## config.mk

```make
export PLATFORM = sky130hd
export DESIGN_NAME = piano_key_event_detector_flat
export DESIGN_NICKNAME = d
export VERILOG_FILES = /design/src/rtl/piano_key_event_detector_if.sv /design/src/rtl/piano_key_event_detector.sv /design/src/flat_wrapper.sv
export SDC_FILE = /design/constraint.sdc
export NUM_CORES = 1
export LEC_CHECK = 0
export ABC_AREA = 1
export CAP_MARGIN = 25
export CORE_MARGIN = 4
export CORE_UTILIZATION = 67
export CTS_CLUSTER_DIAMETER = 150
export DETAILED_ROUTE_END_ITERATION = 10
export GPL_ROUTABILITY_DRIVEN = 1
export PLACE_DENSITY = 0.91
export SYNTH_ARGS = -nofsm -noshare
export SYNTH_HDL_FRONTEND = slang
export SYNTH_SLANG_ARGS = --single-unit
```

## constraint.sdc

```tcl
create_clock -name clk -period 2.36 [get_ports clk]
set_input_delay 0.236 -clock clk [delete_from_list [all_inputs] [get_ports clk]]
set_output_delay 0.236 -clock clk [all_outputs]
set_load 0.01 [all_outputs]
```

## src/rtl/piano_key_event_detector_if.sv

```systemverilog
// Key-input / note-event bundle between the key source and the event detector.
interface piano_key_event_detector_if #(
  parameter int unsigned NUM_KEYS = 7
);

  localparam int unsigned ID_W = 3;

  logic [NUM_KEYS-1:0] keys_raw;
  logic [NUM_KEYS-1:0] keys_stable;
  logic                new_note_valid_pulse;
  logic [ID_W-1:0]     new_note_id;
  logic [ID_W-1:0]     held_note_id;
  logic                note_active;

  // Key source side: drives raw levels, observes note events.
  modport master (
    output keys_raw,
    input  keys_stable,
    input  new_note_valid_pulse,
    input  new_note_id,
    input  held_note_id,
    input  note_active
  );

  // Detector side: samples raw levels, produces note events.
  modport slave (
    input  keys_raw,
    output keys_stable,
    output new_note_valid_pulse,
    output new_note_id,
    output held_note_id,
    output note_active
  );

endinterface

```

## src/rtl/piano_key_event_detector.sv

```systemverilog
// Piano key front end: per-key synchroniser and debouncer, press-edge
// detection, lowest-index priority encoding of new presses and held keys.
module piano_key_event_detector #(
  parameter int unsigned NUM_KEYS        = 7,
  parameter int unsigned DEBOUNCE_CYCLES = 1000000,
  parameter int unsigned CNT_W           = 20
) (
  input  logic                          clk,
  input  logic                          rst_n,
  piano_key_event_detector_if.slave     key_if
);

  localparam int unsigned ID_W = 3;
  // Terminal count: stable flips on the DEBOUNCE_CYCLES-th differing edge.
  localparam logic [CNT_W-1:0] CNT_LAST = CNT_W'(DEBOUNCE_CYCLES - 1);

  logic [NUM_KEYS-1:0] r_sync1;
  logic [NUM_KEYS-1:0] r_sync2;
  logic [CNT_W-1:0]    r_cnt [NUM_KEYS];
  logic [NUM_KEYS-1:0] r_stable;
  logic [NUM_KEYS-1:0] r_prev;
  logic                r_pulse;
  logic [ID_W-1:0]     r_new_id;
  logic [ID_W-1:0]     r_held_id;
  logic                r_active;

  logic [NUM_KEYS-1:0] w_rise;
  logic [ID_W-1:0]     w_rise_id;
  logic [ID_W-1:0]     w_held_id;

  // Two-flop synchroniser for the asynchronous key levels.
  always_ff @(posedge clk or negedge rst_n) begin
    if (!rst_n) begin
      r_sync1 <= '0;
      r_sync2 <= '0;
    end else begin
      r_sync1 <= key_if.keys_raw;
      r_sync2 <= r_sync1;
    end
  end

  // Per-key debounce: any agreement with the stable level restarts the count.
  always_ff @(posedge clk or negedge rst_n) begin
    if (!rst_n) begin
      r_stable <= '0;
      for (int k = 0; k < int'(NUM_KEYS); k++) begin
        r_cnt[k] <= '0;
      end
    end else begin
      for (int k = 0; k < int'(NUM_KEYS); k++) begin
        if (r_sync2[k] == r_stable[k]) begin
          r_cnt[k] <= '0;
        end else if (r_cnt[k] == CNT_LAST) begin
          r_stable[k] <= r_sync2[k];
          r_cnt[k]    <= '0;
        end else begin
          r_cnt[k] <= r_cnt[k] + CNT_W'(1);
        end
      end
    end
  end

  // Keys that became stable-pressed since the previous cycle.
  always_comb begin
    w_rise = r_stable & ~r_prev;
  end

  // Lowest-index rising key wins; other simultaneous rises are dropped.
  always_comb begin
    w_rise_id = '0;
    for (int k = int'(NUM_KEYS) - 1; k >= 0; k--) begin
      if (w_rise[k]) begin
        w_rise_id = ID_W'(k + 1);
      end
    end
  end

  // Lowest-index held key, 0 when nothing is held.
  always_comb begin
    w_held_id = '0;
    for (int k = int'(NUM_KEYS) - 1; k >= 0; k--) begin
      if (r_stable[k]) begin
        w_held_id = ID_W'(k + 1);
      end
    end
  end

  // Registered note event plus held-note status, all updated together.
  always_ff @(posedge clk or negedge rst_n) begin
    if (!rst_n) begin
      r_prev    <= '0;
      r_pulse   <= 1'b0;
      r_new_id  <= '0;
      r_held_id <= '0;
      r_active  <= 1'b0;
    end else begin
      r_prev    <= r_stable;
      r_held_id <= w_held_id;
      r_active  <= |r_stable;
      if (|w_rise) begin
        r_pulse  <= 1'b1;
        r_new_id <= w_rise_id;
      end else begin
        r_pulse  <= 1'b0;
      end
    end
  end

  assign key_if.keys_stable          = r_stable;
  assign key_if.new_note_valid_pulse = r_pulse;
  assign key_if.new_note_id          = r_new_id;
  assign key_if.held_note_id         = r_held_id;
  assign key_if.note_active          = r_active;

endmodule

```

## src/flat_wrapper.sv

```systemverilog
// flat-port wrapper written by rule: the top's interface ports become plain ports
module piano_key_event_detector_flat 
#(
  parameter int unsigned NUM_KEYS        = 7,
  parameter int unsigned DEBOUNCE_CYCLES = 1000000,
  parameter int unsigned CNT_W           = 20
)
  (clk, rst_n, key_if_keys_raw, key_if_keys_stable, key_if_new_note_valid_pulse, key_if_new_note_id, key_if_held_note_id, key_if_note_active);
  piano_key_event_detector_if #(.NUM_KEYS(NUM_KEYS)) key_if_i ();
  input  logic clk;
  input  logic rst_n;
  input wire logic [$bits(key_if_i.keys_raw)-1:0] key_if_keys_raw;
  output wire logic [$bits(key_if_i.keys_stable)-1:0] key_if_keys_stable;
  output wire logic [$bits(key_if_i.new_note_valid_pulse)-1:0] key_if_new_note_valid_pulse;
  output wire logic [$bits(key_if_i.new_note_id)-1:0] key_if_new_note_id;
  output wire logic [$bits(key_if_i.held_note_id)-1:0] key_if_held_note_id;
  output wire logic [$bits(key_if_i.note_active)-1:0] key_if_note_active;
  assign key_if_i.keys_raw = key_if_keys_raw;
  assign key_if_keys_stable = key_if_i.keys_stable;
  assign key_if_new_note_valid_pulse = key_if_i.new_note_valid_pulse;
  assign key_if_new_note_id = key_if_i.new_note_id;
  assign key_if_held_note_id = key_if_i.held_note_id;
  assign key_if_note_active = key_if_i.note_active;
  piano_key_event_detector #(.NUM_KEYS(NUM_KEYS), .DEBOUNCE_CYCLES(DEBOUNCE_CYCLES), .CNT_W(CNT_W)) u_core (.clk(clk), .rst_n(rst_n), .key_if(key_if_i));
endmodule
```

# Word level (Yosys, flattened, before mapping)
# Cells that the tools add are included.
# W data, S select, Z words.
# word_totals
register_bits	176
inputBits	9
output_inout_bits	15
wordCells	89
# classes
n_addsub	7
n_eq_ne	14
muxes	29
bitwise	9
reduce_logical	9
# op_table
cell	count
$mux W20	14
$add A20 B1 Y20 const B	7
$eq A20 B20 Y1 const B	7
$mux W3	14
$reduce_and A2 Y1	7
$reduce_or A7 Y1	2
$and A7 B7 Y7	1
$eq A1 B1 Y1	7
$not A1 Y1	7
$not A7 Y7	1
$mux W1	1

# Longest topological paths before layout
# logic_depth
depth_word	9
ltp_mapped	9
mapped_depth_nobuf	9

# Worst setup path before layout
# No wires, ideal clock.
# synth_path
path_kind	flip-flop to flip-flop
from	reg u_core.r_cnt[60] (netlist name)
to	reg u_core.r_cnt[75] (netlist name)
setup_ps	118
arrival_time_ps	1239
required_ps	2242
path_slack_ps	1004
path_stages_with_launch	9
path_buffers	0
synth_period_minus_slack_ps	1356
path_cell_list	dfrtp_1 > ha_1 > nand2_1 > nor2_2 > nand3_2 > inv_1 > nand3_4 > nand3_1 > nor2_2
# synth_via
elab_chain_cells	3
word_cells_on_any_way	4
classes_between	1 x add/sub; 1 x eq/ne; 2 x mux
# synth_lines
item	line	text
start, declared	piano_key_event_detector.sv:19	logic [CNT_W-1:0] r_cnt [NUM_KEYS];
start signal, assigned by index	piano_key_event_detector.sv:57	r_cnt[k] <= r_cnt[k] + CNT_W'(1);
$add A20 B1 Y20 or $eq A20 B20 Y1 (tied branches)	piano_key_event_detector.sv:57, piano_key_event_detector.sv:53	
$mux W20 (*)	piano_key_event_detector.sv:53	end else if (r_cnt[k] == CNT_LAST) begin
$mux W20 (*)	piano_key_event_detector.sv:51	if (r_sync2[k] == r_stable[k]) begin
# Every way passes the cells marked *; elsewhere a longest branch is shown, timed or not.
# A chain may end at the register's enable or synchronous reset.

# Final worst setup path
# layout_path
from	reg u_core.r_stable[3] (netlist: u_core.key_if.keys_stable[3])
to	out key_if_keys_stable[3]
# layout_rtl
item	line	text
start, declared	piano_key_event_detector.sv:20	logic [NUM_KEYS-1:0] r_stable;
start signal, assigned by index	piano_key_event_detector.sv:54	r_stable[k] <= r_sync2[k];
end, declared	flat_wrapper.sv:13	output wire logic [$bits(key_if_i.keys_stable)-1:0] key_if_keys_stable;
# No word-level cell between the ends.

==> impl_metrics.tcl <==
set metrics [dict create \
    cts_max_level 4 \
    startpoint_type "flip-flop" \
    drt-total-wl_um 20270 \
    synth.top_cell.area_share 0.4763 \
    path_max_fanout 6 \
    cp_top_family "buffers and inverters" \
    outcome "finished, final reports clean" \
    fin_ws_ps 465.9 \
    synth_enable_flop_cells 0 \
    clk_pin_slew_worst_paths_ps 70 \
    start_util 0.6901 \
    drcViolationCount 0 \
    worstPathRequired_ps 2120 \
    hold_depth 1 \
    fin_crit_ps 1894 \
    r2r_slack_ps 750 \
    die_area_um2 15750 \
    preCtsSetupSlack_ps 769.1 \
    num_vias 7757 \
    crit_path_cell_trace "clkdlybuf4s50_1" \
    fillers 948 \
    relSlewSlack 0.7117 \
    max_clock_freq_mhz 527.9 \
    synth_fp_nets 1175 \
    gp_congestion 0.9566 \
    setup_viol_count_final 0 \
    cts_root_buffer "clkbuf_16" \
    cts_tree "done" \
    grt_usage 0.2724 \
    num-nets-final 1220 \
    cts_hold_buf 1 \
    rows 42 \
    gr-total-overflow 0 \
    synth.avg_cell_area_um2 7.979 \
    hold_viol_final 0 \
    antenna_cells_inserted 0 \
    netlist.top_cell.by_area "dfrtp_1" \
    worst_pin_slew_ps 432.0 \
    finish.utilization 0.7720 \
    setup_tns_ps 0 \
    synth.area.top_cells "dfrtp_1, nor2_1, nand2_1" \
    ys_ff_latch 176 \
    cts_buffers 17 \
    finClkSkew_ps 8.390 \
    synth.distinct_cells 34 \
    min_to "u_core.r_sync1[2]$_DFF_PN0_" \
    ys_dominant_reg_cell "dfrtp_1" \
    netlist_instances 1159 \
    slowest_stage "clkdlybuf4s50_1" \
    critPathBufInv 1 \
    holdWs_ps 229.6 \
    max_stage_delay_ps 670 \
    hpwl_um 14150 \
    powerDensity_nw_per_um2 593.3 \
    die_w_um 125.5 \
    cts_buffer_depth 2 \
    cts_setup_buffers 0 \
    yosysWarnings 0 \
    min_from "key_if_keys_raw[2]" \
    grt_pass1_wl_um 35180 \
    fp.dieH_um 125.5 \
    synth_area_um2 9248 \
    async_flop_share 1.000 \
    crit_arrival_ps 1660 \
    critPathKind "reg2out" \
    leakagePower_nw 4.540 \
    irDropWorstVdd_v 0.0005562 \
    grt_pass1_vias 7648 \
    core_area_um2 13400 \
    yosysSeqAreaShare 0.4763 \
    drt_iter0_drc 700 \
    antenna_found_initial 0 \
    finalCritPeriodShare 0.8026 \
    worstSkewPairLatency_ps 440 \
    rr_endpoint "u_core.r_cnt[20]$_DFF_PN0_" \
    endpoint_kind "output port" \
    maxSlewViolCount 0 \
    io_pins 24 \
    ant_nets 0 \
    port_buffers 23 \
    area_delta_synth_final_pct 11.87 \
    drv_cap 0 \
    final_layout_size_suffix_gt1_frac 0.1027 \
    hold_path_class "in2reg" \
    post_drt_wl_per_cell_um 14.55 \
    vias_per_cell 5.569 \
    cts_resized 0 \
    reg2reg_depth 8 \
    r2r-start "u_core.r_cnt[20]$_DFF_PN0_" \
    drtPass1Iterations 8 \
    clock_sinks 176 \
    rsz0062_at_grt "false" \
    grt_max_degree 61 \
]
==> per-layer routing <==
layer  share of wire  track usage  vias to the layer above
met5               0            0                        -
met4           0.026       0.1020                        0
met3           0.060      0.06780                       56
met2            0.49       0.4475                      255
met1            0.43       0.3520                     3702
li1                -            -                     3744
==> metrics by stage <==
| step | cells | instance area (um^2) | power (mW) |
|---|---|---|---|
| detailed placement | 1360 | 9742 | 3.359 |
| floorplan | 1159 | 9248 | 3.244 |
| finish | 1393 | 10340 | 6.138 |
| global route | 1393 | 10340 | 6.347 |
| global placement | 1360 | 9742 | 3.350 |
| CTS | 1393 | 10340 | 6.174 |
==> logic make-up after synthesis <==
group | count (synthesis) | synth area share
simple gates | 725 | 0.3599
flops | 176 | 0.4763
buf+inv | 136 | 0.05588
xor+xnor | 71 | 0.07374
compound gates | 44 | 0.02476
fa+ha+maj | 7 | 0.009471
==> Yosys cell counts (4+ instances only) <==
cell type and count:
a21oi_1 27, dfrtp_1 176, ha_1 7, inv_1 127
inv_2 5, nand2_1 207, nand2_2 19, nand3_1 123
nand3_2 10, nand3b_1 6, nand4_1 14, nor2_1 274
nor2_2 23, nor2_4 6, nor3_1 17, nor3_2 5
nor3b_2 5, o21ai_0 10, or2_2 4, xnor2_1 21
xor2_1 45
==> final cells by class <==
| type | instances | area [um^2] | area share |
|---|---|---|---|
| Timing Repair Buffer | 27 | 289.0 | 0.02794 |
| Multi-Input combinational cell | 847 | 4327 | 0.4182 |
| Inverter | 135 | 511.7 | 0.04947 |
| Tap cell | 176 | 220.2 | 0.02129 |
| Clock buffer | 18 | 439.2 | 0.04245 |
| Clock inverter | 14 | 153.9 | 0.01488 |
| Sequential cell | 176 | 4404 | 0.4257 |
==> where the power goes <==
part           internal, mW  switching [mW]  total, mW
sequential             3.06          0.0341       3.09
combinational        0.0651           0.147      0.212
clock                  1.60            1.23       2.83
total                  4.73            1.41       6.14
==> registers in the layout, summed over array words and instances (netlist names) <==
register and flops:
u_core.key_if.note_active 1, u_core.r_prev 7, u_core.key_if.held_note_id 3, u_core.key_if.new_note_valid_pulse 1, u_core.r_sync1 7, u_core.r_sync2 7
u_core.key_if.new_note_id 3, u_core.key_if.keys_stable 7, u_core.r_cnt 140
==> how the worst max path moves through the flow <==
stage	depth (start not counted)	startpoint	slack, ps	endpoint
2_1_floorplan	8	u_core.r_cnt[60]$_DFF_PN0_	1000	u_core.r_cnt[75]$_DFF_PN0_
3_3_place_gp	6	u_core.r_cnt[100]$_DFF_PN0_	860	u_core.r_cnt[109]$_DFF_PN0_
3_5_place_dp	8	u_core.r_cnt[120]$_DFF_PN0_	770	u_core.r_cnt[138]$_DFF_PN0_
4_1_cts	1	u_core.key_if.keys_stable[3]$_DFFE_PN0P_	480	key_if_keys_stable[3]
5_1_grt	1	u_core.key_if.keys_stable[3]$_DFFE_PN0P_	390	key_if_keys_stable[3]
6_report	1	u_core.key_if.keys_stable[3]$_DFFE_PN0P_	470	key_if_keys_stable[3]
==> cells in the final DEF, fill, tap and decap left out, types with 10 or more instances in the layout <==
cell type        synthesis  final
nand4_1                 14     14
nor2_2                  23     23
dfrtp_1                176    176
clkbuf_16                0     17
xnor2_1                 21     21
nand3_1                123    123
clkdlybuf4s50_1          0     22
inv_1                  127    127
nand2_2                 19     19
xor2_1                  45     45
o21ai_0                 10     10
nor2_1                 274    274
a21oi_1                 27     27
nand2_1                207    207
nand3_2                 10     10
nor3_1                  17     17
Power figures use the tool's default switching activity.
